<file path="config.mk">
export PLATFORM = sky130hd
export DESIGN_NAME = acc_result_drain
export DESIGN_NICKNAME = d
export VERILOG_FILES = /design/src/rtl/acc_result_drain.sv
export SDC_FILE = /design/constraint.sdc
export NUM_CORES = 1
export LEC_CHECK = 0
export ABC_AREA = 1
export ABC_CLOCK_PERIOD_IN_PS = 3600
export BUFFER_PORTS_ARGS = -buffer_cell sky130_fd_sc_hd__buf_2
export CAP_MARGIN = 20
export CORE_MARGIN = 4
export CORE_UTILIZATION = 58
export CTS_CLUSTER_SIZE = 25
export DETAILED_ROUTE_END_ITERATION = 10
export PLACE_DENSITY_LB_ADDON = 0.1
export SLEW_MARGIN = 0
export SYNTH_ARGS = -nofsm -noshare
export SYNTH_HDL_FRONTEND = slang
export SYNTH_SLANG_ARGS = --single-unit
</file>
<file path="constraint.sdc">
create_clock -name clk -period 3.6 [get_ports clk]
set_input_delay 0.18 -clock clk [delete_from_list [all_inputs] [get_ports clk]]
set_output_delay 0.18 -clock clk [all_outputs]
set_load 0.05 [all_outputs]
</file>
<file path="src/rtl/acc_result_drain.sv">
`default_nettype none
// ============================================================================
//  Module   : acc_result_drain
//  Function : MAC accumulator reader. Captures results, requantizes them to
//             OUT_W bits (round-half-up, saturating), buffers them in a FIFO
//             and streams them out over valid/ready. Define DRAIN_STATS_EN to
//             build the saturated-result counter.
//  Revision : 1.0  initial release
// ============================================================================
module acc_result_drain #(
   parameter int ACC_W      = 16,
   parameter int OUT_W      = 8,
   parameter int SHIFT      = 4,
   parameter int FIFO_DEPTH = 4
) (
   input  logic                               clk,
   input  logic                               rst,
   input  logic                               acc_valid,
   input  logic [ACC_W-1:0]                   acc_in,
   input  logic                               acc_ovf,
   output logic                               acc_ready,
   output logic                               acc_clear,
   output logic                               out_valid,
   input  logic                               out_ready,
   output logic [OUT_W-1:0]                   out_data,
   output logic                               out_sat,
   output logic [$clog2(FIFO_DEPTH+1)-1:0]    fifo_count,
   output logic                               drop_err,
   output logic [15:0]                        sat_count
);

   localparam int                 PTR_W     = $clog2(FIFO_DEPTH);
   localparam int                 CNT_W     = $clog2(FIFO_DEPTH+1);
   localparam logic [ACC_W:0]     C_OUT_MAX = (ACC_W+1)'((2**OUT_W) - 1);
   localparam logic [CNT_W-1:0]   C_FULL    = CNT_W'(FIFO_DEPTH);

   // ---------------------------------------------------------------------
   // Requantization (one extra bit keeps the rounding carry)
   // ---------------------------------------------------------------------
   logic [ACC_W:0]   rq_val;
   logic             rq_sat;
   logic [OUT_W-1:0] rq_data;

   generate
      if (SHIFT == 0) begin : g_no_round
         assign rq_val = {1'b0, acc_in};
      end else begin : g_round
         localparam logic [ACC_W:0] C_HALF = (ACC_W+1)'(1) << (SHIFT-1);
         logic [ACC_W:0] rq_sum;
         assign rq_sum = {1'b0, acc_in} + C_HALF;
         assign rq_val = rq_sum >> SHIFT;
      end
   endgenerate

   assign rq_sat  = acc_ovf || (rq_val > C_OUT_MAX);
   assign rq_data = rq_sat ? {OUT_W{1'b1}} : rq_val[OUT_W-1:0];

   // ---------------------------------------------------------------------
   // FIFO control
   // ---------------------------------------------------------------------
   logic [OUT_W:0]     mem_q [FIFO_DEPTH];
   logic [PTR_W-1:0]   wr_ptr_q, wr_ptr_d;
   logic [PTR_W-1:0]   rd_ptr_q, rd_ptr_d;
   logic [CNT_W-1:0]   count_q, count_d;
   logic               drop_q, drop_d;
   logic               clear_q, clear_d;
   logic               push, pop;

   assign acc_ready = (count_q != C_FULL);
   assign out_valid = (count_q != '0);
   assign push      = acc_valid && acc_ready;
   assign pop       = out_valid && out_ready;

   always_comb begin
      wr_ptr_d = wr_ptr_q;
      rd_ptr_d = rd_ptr_q;
      count_d  = count_q;
      drop_d   = drop_q;
      clear_d  = push;
      if (push) wr_ptr_d = wr_ptr_q + PTR_W'(1);
      if (pop)  rd_ptr_d = rd_ptr_q + PTR_W'(1);
      case ({push, pop})
         2'b10:   count_d = count_q + CNT_W'(1);
         2'b01:   count_d = count_q - CNT_W'(1);
         default: count_d = count_q;
      endcase
      // A pop on the same edge does not free space for a blocked result.
      if (acc_valid && !acc_ready) drop_d = 1'b1;
   end

   always_ff @(posedge clk) begin
      if (rst) begin
         for (int i = 0; i < FIFO_DEPTH; i++) mem_q[i] <= '0;
         wr_ptr_q <= '0;
         rd_ptr_q <= '0;
         count_q  <= '0;
         drop_q   <= 1'b0;
         clear_q  <= 1'b0;
      end else begin
         if (push) mem_q[wr_ptr_q] <= {rq_sat, rq_data};
         wr_ptr_q <= wr_ptr_d;
         rd_ptr_q <= rd_ptr_d;
         count_q  <= count_d;
         drop_q   <= drop_d;
         clear_q  <= clear_d;
      end
   end

   assign {out_sat, out_data} = mem_q[rd_ptr_q];
   assign fifo_count          = count_q;
   assign drop_err            = drop_q;
   assign acc_clear           = clear_q;

   // ---------------------------------------------------------------------
   // Saturation statistics
   // ---------------------------------------------------------------------
`ifdef DRAIN_STATS_EN
   logic [15:0] sat_cnt_q, sat_cnt_d;

   always_comb begin
      sat_cnt_d = sat_cnt_q;
      if (push && rq_sat && (sat_cnt_q != 16'hFFFF)) sat_cnt_d = sat_cnt_q + 16'd1;
   end

   always_ff @(posedge clk) begin
      if (rst) sat_cnt_q <= '0;
      else     sat_cnt_q <= sat_cnt_d;
   end

   assign sat_count = sat_cnt_q;
`else
   assign sat_count = '0;
`endif

endmodule
`default_nettype wire

</file>
# Word level (Yosys, flattened, before mapping)
# Memory sizes are Yosys's and may differ from the RTL's. A register that Yosys moved wholly into a read port is not among the register bits.
# Index checks and enable logic that the tools add are counted.
# W data, S select, Z words.
totals:
  regBits: 9
  latchBits: 0
  ramBits: 36
  romBits: 0
  in_bits: 21
  out_inout_bits: 32
  mem_count: 1
memory_table:
  columns: ["name", "depth", "width", "rd", "rd_ports_with_merged_regs", "write_ports", "line_no", "rtl"]
  rows:
  - ["mem_q", 4, 9, 1, 1, 4, "61", "logic [OUT_W:0] mem_q [FIFO_DEPTH];"]
classes:
  n_addsub: 5
  mul: 0
  n_div: 0
  n_lt_le_gt_ge: 1
  eq_ne: 3
  shift: 0
  n_mux: 12
  bitwise_logic: 0
  n_reduce_logical: 8
ops:
  columns: ["operator", "n"]
  rows:
  - ["$add A16 B4 Y17 const B", 1]
  - ["$gt A13 B8 Y1 const B", 1]
  - ["$mux W9", 1]
  - ["$reduce_or A9 Y1", 1]
  - ["$mux W8", 1]
  - ["$mux W1", 6]
  - ["$mux W2", 3]
  - ["$pmux W3 S2", 1]
  - ["$add A2 B1 Y2 const B", 2]
  - ["$add A3 B1 Y3 const B", 1]
  - ["$logic_and A1 B1 Y1", 3]
  - ["$ne A3 B3 Y1 const B", 1]
  - ["$reduce_bool A3 Y1", 1]
  - ["$sub A3 B1 Y3 const B", 1]
  - ["$eq A2 B1 Y1 const B", 1]
  - ["$eq A2 B2 Y1 const B", 1]
  - ["$reduce_bool A2 Y1", 1]
  - ["$logic_not A1 Y1", 1]
  - ["$logic_or A1 B1 Y1", 1]

# Longest topological paths before layout
# Gate-level depths: netlist (run 1).
depth:
  word_depth: 7
  mapped_depth: 11
  depth_no_buf: 11

# Worst setup path after synthesis (run 1)
# No wires, ideal clock.
synth_path:
  path_type: "reg-to-reg"
  startpoint: "register count_q[2] (netlist: fifo_count[2])"
  endpoint: "register count_q[2] (netlist: fifo_count[2])"
  setup_ps: 122
  arrival_ps: 2523
  slack_ps: 955
  stages_incl_launch_ff: 10
  n_path_buf: 0
  synth_period_minus_slack_ps: 2645
  cell_sequence: "dfxtp_1 -> nand3_1 -> nand2_1 -> ha_1 -> inv_1 -> fa_1 -> a21oi_1 -> o21ai_0 -> o21ai_0 -> a21oi_1"
synth_between:
  elab_chain_len: 4
  word_cells_on_any_way: 10
  cone_classes: "2 x add/sub; 3 x eq/ne; 1 x mux; 4 x reduce/logical"
synth_rtl:
  columns: ["element", "line_no", "rtl"]
  rows:
  - ["from (decl)", "64", "logic [CNT_W-1:0] count_q, count_d;"]
  - ["from (signal assigned)", "103", "count_q <= count_d;"]
  - ["$ne A3 B3 Y1 *", "69", "assign acc_ready = (count_q != C_FULL);"]
  - ["named net acc_ready", "21", "output logic acc_ready,"]
  - ["$logic_and A1 B1 Y1 *", "71", "assign push = acc_valid && acc_ready;"]
  - ["$eq A2 B1 Y1 / $eq A2 B2 Y1 (equally long branches)", "82", "case ({push, pop})"]
  - ["$pmux W3 S2 / $reduce_bool A2 Y1 (equally long branches)", null, null]
# Mark *: on every way through the listed nets, which the timed path passes. The rest lies on a longest branch.
# A chain may end at the register's enable or synchronous reset.

==> results.cfg, run 1 <==
[critical_path]
worst-path-max-fanout = 19
arrival_ns = 2.01
required_ns = 3.42
crit_path_start_kind = register
cp-end-kind = output port
rr_worst_depth = 8
rr_startpoint = fifo_count[0]$_SDFFE_PP0P_
worstSetupPathType = register to output port
r2r_setup_slack_ns = 1.54
rr_endpoint = mem_q[2][6]$_SDFFCE_PN0P_

[placed_design]
placed_cells = 345
io_buffers = 33
hpwl_um = 3380
place.gp.congestion = 0.808

[min_path]
hold_depth = 2
hold_class = input pin to register
hold_end = drop_err$_SDFFE_PP0P_
min_from = rst

[die]
coreArea_um2 = 4060
die_w_um = 73.0
start_util_pct = 60.5
pin_count = 53
dieArea_um2 = 5330
row_count = 23
die_h_um = 73.0

[pwr]
swShare_pct = 42.3
clkPwrFrac_pct = 20.8
sequentialPowerShare_pct = 40.4
power_switching_w = 0.000752
p_per_area_nw_per_um2 = 652
power.internal_w = 0.00102
leakagePower_nw = 1.17
ir_drop_v = 0.000516
combPwrFrac_pct = 38.8

[sta]
setup_viol = 0
hold_ws_ns = 0.106
clock_skew_ns = 0.00333
final_hold_viol_count = 0
post-route-period-util_pct = 60.9
period_minus_slack_ns = 2.19
max-slew-margin-rel_pct = 57.9
fin_setup_tns_ns = 0
worst_pin_slew_ns = 0.631
rsz0062_at_grt = no
fmax_mhz = 456
maxSlewViolCount = 0

[route]
drt-total-wl_um = 4630
ant_nets = 0
num_vias = 1787
wl_per_cell_um = 13.1
dr.pass1.iters = 4
first_iter_violations = 117
drc = 0
vias_per_cell = 5.06

[global_routing]
antenna_found_initial = 0
grt.overflow.total = 0
grt_max_degree = 20
grt_pass1_wl_um = 7800
grt_pass1_vias = 1687
grt_usage_pct = 19.2

[status]
status = completed

[clock_tree]
htree_levels = 2
cts.clk_slew.worst_paths_ns = 0.08
hold_buffers = 0
clockBufferDepth = 2
cts_tree = done
cts_resized = 0
cts_sinks = 47
insertion_delay_ns = 0.29
cts_root_buffer = clkbuf_8
post_cts_buffers = 0
numCtsBuffers = 5

[synthesis]
ys_seq_area_share_pct = 53.0
yosys_most_used_dff = edfxtp_1
ys_types = 23
syn_area_um2 = 2450
ys.warnings.count = 0
synthTopCellsByCount = nor2_1, edfxtp_1, o21ai_0
synth_edf_count = 36
ys_ff_latch = 47
synth_top_area_share_pct = 44.1
yosys.area.top_type = edfxtp_1
synthTopCellsByArea = edfxtp_1, dfxtp_1, nor2_1
post-synth-top-count-cell = nor2_1
syn_inst = 265
ys_async_sr_fraction_pct = 0
postSynthAreaPerCell_um2 = 9.26

[final_layout]
antenna_cells = 0
multi_input_area_um2 = 977
instances_no_fill = 353
nets = 326
syn2layout_area_growth_pct = 10.9
register_area_um2 = 1300
drive_gt1_share_pct = 20.5
fillers = 345

[job]
drv_cap = 0
[metrics by stage]
stage / area (um2) / setup slack [ns] / power, W / utilization [%]
6_report: 2720 / 1.41 / 0.00178 / 67.1
5_1_grt: 2720 / 1.17 / 0.00187 / 67.1
4_1_cts: 2720 / 1.39 / 0.00179 / 67.1
3_5_place_dp: 2610 / 1.53 / 0.00142 / 64.4
3_3_place_gp: 2610 / 1.55 / 0.00142 / 64.4
2_1_floorplan: 2510 / 0.955 / 0.00129 / -
[per-layer routing]
| layer | vias to the layer above | track usage, % | share of wire, % |
|---|---|---|---|
| li1 | 930 | - | - |
| met1 | 792 | 24.2 | 43 |
| met2 | 61 | 32.8 | 50 |
| met3 | 4 | 3.99 | 6.3 |
| met4 | 0 | 6.35 | 1.4 |
| met5 | - | 0 | 0 |
[flip-flops by register name (all words and copies together), names as in the netlist, named ones only]
| name | cells |
|---|---|
| mem_q | 36 |
| acc_clear | 1 |
| wr_ptr_q | 2 |
| rd_ptr_q | 2 |
| drop_err | 1 |
| fifo_count | 3 |
[power by group through the flow]
| stage | Sequential (W) | Combinational [W] | Clock [W] |
|---|---|---|---|
| 2_1_floorplan | 0.000751 | 0.000535 | 0 |
| 3_3_place_gp | 0.000727 | 0.000688 | 0 |
| 3_5_place_dp | 0.000731 | 0.000692 | 0 |
| 4_1_cts | 0.000718 | 0.000694 | 0.000377 |
| 5_1_grt | 0.000728 | 0.000748 | 0.000397 |
| 6_report | 0.000717 | 0.000689 | 0.000369 |
[worst max-delay path by stage]
stage	start	endpoint	slack (ns)	cells after the start
6_report	register	out_data[7]	1.41	4
5_1_grt	register	out_data[3]	1.17	4
4_1_cts	register	out_sat	1.39	4
3_5_place_dp	fifo_count[0]$_SDFFE_PP0P_	mem_q[2][2]$_SDFFCE_PN0P_	1.53	8
3_3_place_gp	fifo_count[0]$_SDFFE_PP0P_	mem_q[2][8]$_SDFFCE_PN0P_	1.55	8
2_1_floorplan	fifo_count[2]$_SDFFE_PP0P_	fifo_count[2]$_SDFFE_PP0P_	0.95	9
[worst max-delay path, stage by stage, from the launching register on]
cell and delay (ns):
dfxtp_1 0.73, inv_1 0.41, o21ai_0 0.26, o22ai_1 0.10, buf_2 0.22
[cells by family (layout without fill, tap and decap cells)]
family	count (synthesis)	in the layout	synth area share [%]
xor gates and xnor gates	7	7	2.50
AOI/OAI and AO/OA	51	51	10.9
DFF	47	47	53.0
adders and majority gates	3	3	1.84
other	1	16	0.153
buffers and inverters	45	68	9.43
and+or+nand+nor	111	111	22.2
[final cells by class]
cell class / instances / area share (%)
sequential: 47 / 47.8
timing repair buffer: 34 / 6.34
clock buffer: 5 / 2.53
clock inverter: 3 / 1.43
multi-input combinational: 188 / 35.9
tap: 50 / 2.30
inverter: 26 / 3.68
[layout by cell type (no fill, tap or decap), drive strengths merged]
master,n
xnor2,1
nand2,28
nand4,6
fa,1
ha,2
edfxtp,36
conb,16
xor2,6
bufinv,1
clkinv,2
nand3,12
a21oi,15
inv,26
nor2,65
buf,34
dfxtp,11
o22ai,9
clkbuf,5
o21ai,27
(Power assumes the default switching activity.)
==> inputs of run 2 (changes only) <==
--- a/config.mk
+++ b/config.mk
@@ -5,12 +5,12 @@
 export SDC_FILE = /design/constraint.sdc
 export NUM_CORES = 1
 export LEC_CHECK = 0
-export ABC_AREA = 1
-export ABC_CLOCK_PERIOD_IN_PS = 3600
+export ABC_AREA = 0
+export ABC_CLOCK_PERIOD_IN_PS = 2100
 export BUFFER_PORTS_ARGS = -buffer_cell sky130_fd_sc_hd__buf_2
 export CAP_MARGIN = 20
 export CORE_MARGIN = 4
-export CORE_UTILIZATION = 58
+export CORE_UTILIZATION = 53
 export CTS_CLUSTER_SIZE = 25
 export DETAILED_ROUTE_END_ITERATION = 10
 export PLACE_DENSITY_LB_ADDON = 0.1
==> constraint.sdc (replaced) <==
create_clock -name clk -period 2.1 [get_ports clk]
set_input_delay 0.105 -clock clk [delete_from_list [all_inputs] [get_ports clk]]
set_output_delay 0.105 -clock clk [all_outputs]
set_load 0.05 [all_outputs]
==> run 2 against run 1 <==
- sequential share of layout area grew 1.9 points
- die area grew 3.7%
- register-to-register slack lost 1.5 ns
- non-clock buffer count grew 11
- utilization shrank 3.0 points
==> results.cfg, run 2 <==
[status]
status = completed

[synthesis]
ys.warnings.count = 0
ys_seq_area_share_pct = 55.7
syn_area_um2 = 2330
ys_types = 32
yosys.area.top_type = edfxtp_1
ys_async_sr_fraction_pct = 0
postSynthAreaPerCell_um2 = 12.8
ys_ff_latch = 47
synthTopCellsByArea = edfxtp_1, dfxtp_1, mux4_2
synth_top_area_share_pct = 46.3
synth_edf_count = 36
syn_inst = 183
post-synth-top-count-cell = edfxtp_1
yosys_most_used_dff = edfxtp_1
synthTopCellsByCount = edfxtp_1, a21oi_1, buf_4

[die]
coreArea_um2 = 4120
row_count = 23
start_util_pct = 56.7
dieArea_um2 = 5530
die_w_um = 74.4
die_h_um = 74.4
pin_count = 53

[pwr]
p_total_w = 0.00309
swShare_pct = 39.7
power_switching_w = 0.00123
leakagePower_nw = 1.08
sequentialPowerShare_pct = 41.4
clkPwrFrac_pct = 17.4
ir_drop_v = 0.000594
combPwrFrac_pct = 41.2
p_per_area_nw_per_um2 = 1170
power.internal_w = 0.00186

[route]
ant_nets = 0
vias_per_cell = 5.52
dr.pass1.iters = 4
drc = 0
num_vias = 1513
first_iter_violations = 108
wl_per_cell_um = 15.6
drt-total-wl_um = 4280

[placed_design]
hpwl_um = 3100
io_buffers = 33
place.gp.congestion = 0.755

[final_layout]
syn2layout_area_growth_pct = 13.0
final_cell_mix = edfxtp_1, buf_2, a21oi_1
drive_gt1_share_pct = 33.5
fillers = 319
multi_input_area_um2 = 900
antenna_cells = 0
final_common_cell = edfxtp_1
largest_reg_flops = 36
regMostFlops = mem_q
nets = 247
register_area_um2 = 1310
fin_util_pct = 64.1

[clock_tree]
numCtsBuffers = 5
cts.clk_slew.worst_paths_ns = 0.08
cts_root_buffer = clkbuf_8
insertion_delay_ns = 0.29
hold_buffers = 0
clockBufferDepth = 2
htree_levels = 2
cts_tree = done
cts_sinks = 47

[critical_path]
worstSetupPathType = register to register
arrival_ns = 2.29
crit_path_start_kind = register
r2r_setup_slack_ns = 0.03
cp-end-kind = register
required_ns = 2.32
worst-path-max-fanout = 6

[sta]
period_minus_slack_ns = 2.07
maxSlewViolCount = 0
setup_viol = 0
fmax_mhz = 484
post-route-period-util_pct = 98.4
final_hold_viol_count = 0
clock_skew_ns = 0.00481
hold_ws_ns = 0.130
rsz0062_at_grt = yes

[global_routing]
grt.overflow.total = 0
grt_usage_pct = 17.0
grt_max_degree = 37
grt_pass1_wl_um = 7070
grt_pass1_vias = 1455
antenna_found_initial = 0

[job]
drv_cap = 0

[min_path]
hold_class = input pin to register
-- run 2: changes by cell type in the layout (fill, tap and decap cells not counted), moves of 11 or more --
cell     change
buf_4       +11
nand2_1     -20
a21oi_1     +16
inv_1       -19
o21ai_0     -26
nor2_1      -39
-- run 2: worst paths after layout --
path / cells after the start / start / end
max: 8 / fifo_count[1]$_SDFFE_PP0P_ / fifo_count[2]$_SDFFE_PP0P_
min: 2 / rst / fifo_count[2]$_SDFFE_PP0P_
max reg2reg: 8 / fifo_count[1]$_SDFFE_PP0P_ / fifo_count[2]$_SDFFE_PP0P_
min reg2reg: 2 / drop_err$_SDFFE_PP0P_ / drop_err$_SDFFE_PP0P_
-- run 2: cell type report --
type | instances | share of cell area [%]
sequential | 47 | 49.7
multi-input combinational | 119 | 34.1
timing repair buffer | 45 | 9.68
clock buffer | 7 | 3.27
tap | 50 | 2.37
inverter | 5 | 0.712
clock inverter | 1 | 0.190
-- run 2: per-stage QoR --
step,TNS [ns],setup WS (ns),cells,instance area (um2)
after floorplan,-0.0765,-0.0765,198,2430
after global placement,0,0.112,264,2520
after detailed placement,0,0.0328,264,2520
after CTS,0,0.0113,272,2620
after global routing,-0.0400,-0.0400,274,2640
final,0,0.0346,274,2640
-- run 2: layer usage --
layer / up-vias / part of all wire [%] / GRT usage (%)
li1: 717 / - / -
met1: 727 / 43 / 22.4
met2: 64 / 49 / 28.3
met3: 5 / 7.7 / 4.32
met4: 0 / 0.86 / 4.15
met5: - / 0 / 0
-- run 2: critical path, stage by stage, from the launching register on --
cell,delay (ns)
dfxtp_4,0.37
or3b_4,0.41
nand2_4,0.09
ha_4,0.14
inv_1,0.05
fa_2,0.33
xor2_1,0.16
or3_1,0.33
a21oi_2,0.12
-- run 2: kinds of logic (layout without fill, tap and decap cells) --
group                      Yosys count  count (layout)  synth area share (%)
buffers and inverters               32              58                  9.38
other                                1              16                 0.161
muxes                               10              10                  9.65
DFF                                 47              47                  55.7
and+or+nand+nor                     39              39                  9.27
AOI/OAI and AO/OA                   38              38                  9.00
adders and majority gates            3               3                  1.93
xor gates and xnor gates            13              13                  4.88
-- run 2: power groups by stage --
stage	logic [W]	clock network [W]	registers (W)
3_3_place_gp	0.00123	0	0.00129
5_1_grt	0.00137	0.000593	0.00130
3_5_place_dp	0.00125	0	0.00130
6_report	0.00127	0.000537	0.00128
4_1_cts	0.00125	0.000553	0.00128
2_1_floorplan	0.000960	0	0.00135
-- run 2: what timing repair did --
action                     in CTS  in global routing
setup buffers                   0                  2
resized for setup               0                  2
setup endpoints to repair       0                  1
==> inputs of run 3 (changes only) <==
--- a/config.mk
+++ b/config.mk
@@ -6,11 +6,11 @@
 export NUM_CORES = 1
 export LEC_CHECK = 0
 export ABC_AREA = 0
-export ABC_CLOCK_PERIOD_IN_PS = 2100
+export ABC_CLOCK_PERIOD_IN_PS = 2600
 export BUFFER_PORTS_ARGS = -buffer_cell sky130_fd_sc_hd__buf_2
 export CAP_MARGIN = 20
 export CORE_MARGIN = 4
-export CORE_UTILIZATION = 53
+export CORE_UTILIZATION = 58
 export CTS_CLUSTER_SIZE = 25
 export DETAILED_ROUTE_END_ITERATION = 10
 export PLACE_DENSITY_LB_ADDON = 0.1
==> constraint.sdc (replaced) <==
create_clock -name clk -period 2.6 [get_ports clk]
set_input_delay 0.13 -clock clk [delete_from_list [all_inputs] [get_ports clk]]
set_output_delay 0.13 -clock clk [all_outputs]
set_load 0.05 [all_outputs]
==> run 3 against run 2 <==
- setup slack improved by 0.19 ns
- worst hold slack improved by 0.036 ns
- utilization rose by 4.2 points
- power fell by 19%
- critical endpoint unchanged
==> results.cfg, run 3 (same netlist as run 2, synthesis figures left out) <==
[global_routing]
grt_usage_pct = 18.6
grt.overflow.total = 0
grt_max_degree = 37
grt_pass1_vias = 1420
antenna_found_initial = 0
grt_pass1_wl_um = 7060

[critical_path]
required_ns = 2.83
cp-end-kind = register
worstSetupPathType = register to register
max_stage_delay_ns = 0.46
critPathSlowestCell = or3b_1
path_delay_family = simple AND/OR/NAND/NOR gates
crit_path_start_kind = register
worst-path-max-fanout = 7
crit_chain = or3b_1 -> nand2_1 -> ha_1 -> inv_1 -> fa_1 -> xor2_1 -> or3_1 -> a21oi_1
arrival_ns = 2.60
cp.buffers_inverters = 1

[clock_tree]
post_cts_buffers = 0
numCtsBuffers = 5
cts_tree = done
cts_resized = 0
hold_buffers = 0
cts_sinks = 47
insertion_delay_ns = 0.30
htree_levels = 2
cts_root_buffer = clkbuf_8
clockBufferDepth = 2
cts.clk_slew.worst_paths_ns = 0.08

[sta]
final_hold_viol_count = 0
worst_pin_slew_ns = 0.613
post-route-period-util_pct = 91.2
max-slew-margin-rel_pct = 59.1
rsz0062_at_grt = no
hold_ws_ns = 0.165
setup_viol = 0
period_minus_slack_ns = 2.37
clock_skew_ns = 0.00461
fmax_mhz = 422
maxSlewViolCount = 0
fin_setup_tns_ns = 0

[pwr]
p_per_area_nw_per_um2 = 967
power.internal_w = 0.00150
power_switching_w = 0.000986
sequentialPowerShare_pct = 42.0
clkPwrFrac_pct = 20.1
combPwrFrac_pct = 37.9
swShare_pct = 39.6
leakagePower_nw = 1.06
ir_drop_v = 0.000732

[final_layout]
antenna_cells = 0
largest_reg_flops = 36
drive_gt1_share_pct = 28.4
fin_util_pct = 68.2
regMostFlops = mem_q
final_common_cell = edfxtp_1
nets = 241
final_cell_mix = edfxtp_1, buf_2, a21oi_1
syn2layout_area_growth_pct = 10.2
fillers = 257

[route]
drt-total-wl_um = 4420
drc = 0
ant_nets = 0
vias_per_cell = 5.61
wl_per_cell_um = 16.6
num_vias = 1492
dr.pass1.iters = 4
first_iter_violations = 114

[placed_design]
place.gp.congestion = 0.736
io_buffers = 33
hpwl_um = 3090

[die]
coreArea_um2 = 3770
start_util_pct = 61.9
dieArea_um2 = 5100
die_h_um = 71.4
pin_count = 53
die_w_um = 71.4
row_count = 22

[job]
drv_cap = 0

[min_path]
hold_class = input pin to register

[status]
status = completed
-- run 3: final cells by class --
cell class / instances / area, um2 / area share, %
clock inverter: 1 / 5.00 / 0.194
timing repair buffer: 39 / 210 / 8.17
clock buffer: 7 / 108 / 4.18
sequential: 47 / 1300 / 50.6
tap: 48 / 60.1 / 2.33
multi-input combinational: 119 / 871 / 33.8
inverter: 5 / 18.8 / 0.729
-- run 3: final timing paths --
path / startpoint / to / slack, ns / depth (start not counted)
worst max-delay path: fifo_count[2]$_SDFFE_PP0P_ / fifo_count[2]$_SDFFE_PP0P_ / 0.23 / 8
worst min-delay path: rst / rd_ptr_q[0]$_SDFFE_PP0P_ / 0.17 / 2
worst max register to register: fifo_count[2]$_SDFFE_PP0P_ / fifo_count[2]$_SDFFE_PP0P_ / 0.23 / 8
worst min register to register: drop_err$_SDFFE_PP0P_ / drop_err$_SDFFE_PP0P_ / 0.48 / 2
-- run 3: layer usage --
metal,vias up,part of all wire [%],global-route usage (%)
li1,705,-,-
met1,707,39,22.6
met2,72,51,32.1
met3,8,8.3,4.77
met4,0,1.6,6.26
met5,-,0,0
-- run 3: stage by stage --
step	cell area, um2	power [W]	cells	worst slack (ns)
finish	2570	0.00249	266	0.228
global route	2570	0.00262	266	0.0670
CTS	2570	0.00251	266	0.232
detailed placement	2460	0.00201	258	0.261
global placement	2460	0.00199	258	0.393
floorplan	2390	0.00183	198	0.000408
-- run 3: power by group through the flow --
stage               Combinational [W]  Clock (W)  Sequential [W]
detailed placement           0.000943          0         0.00107
finish                       0.000943   0.000500         0.00105
global placement             0.000930          0         0.00106
CTS                          0.000951   0.000511         0.00105
global route                  0.00100   0.000548         0.00107
floorplan                    0.000752          0         0.00108
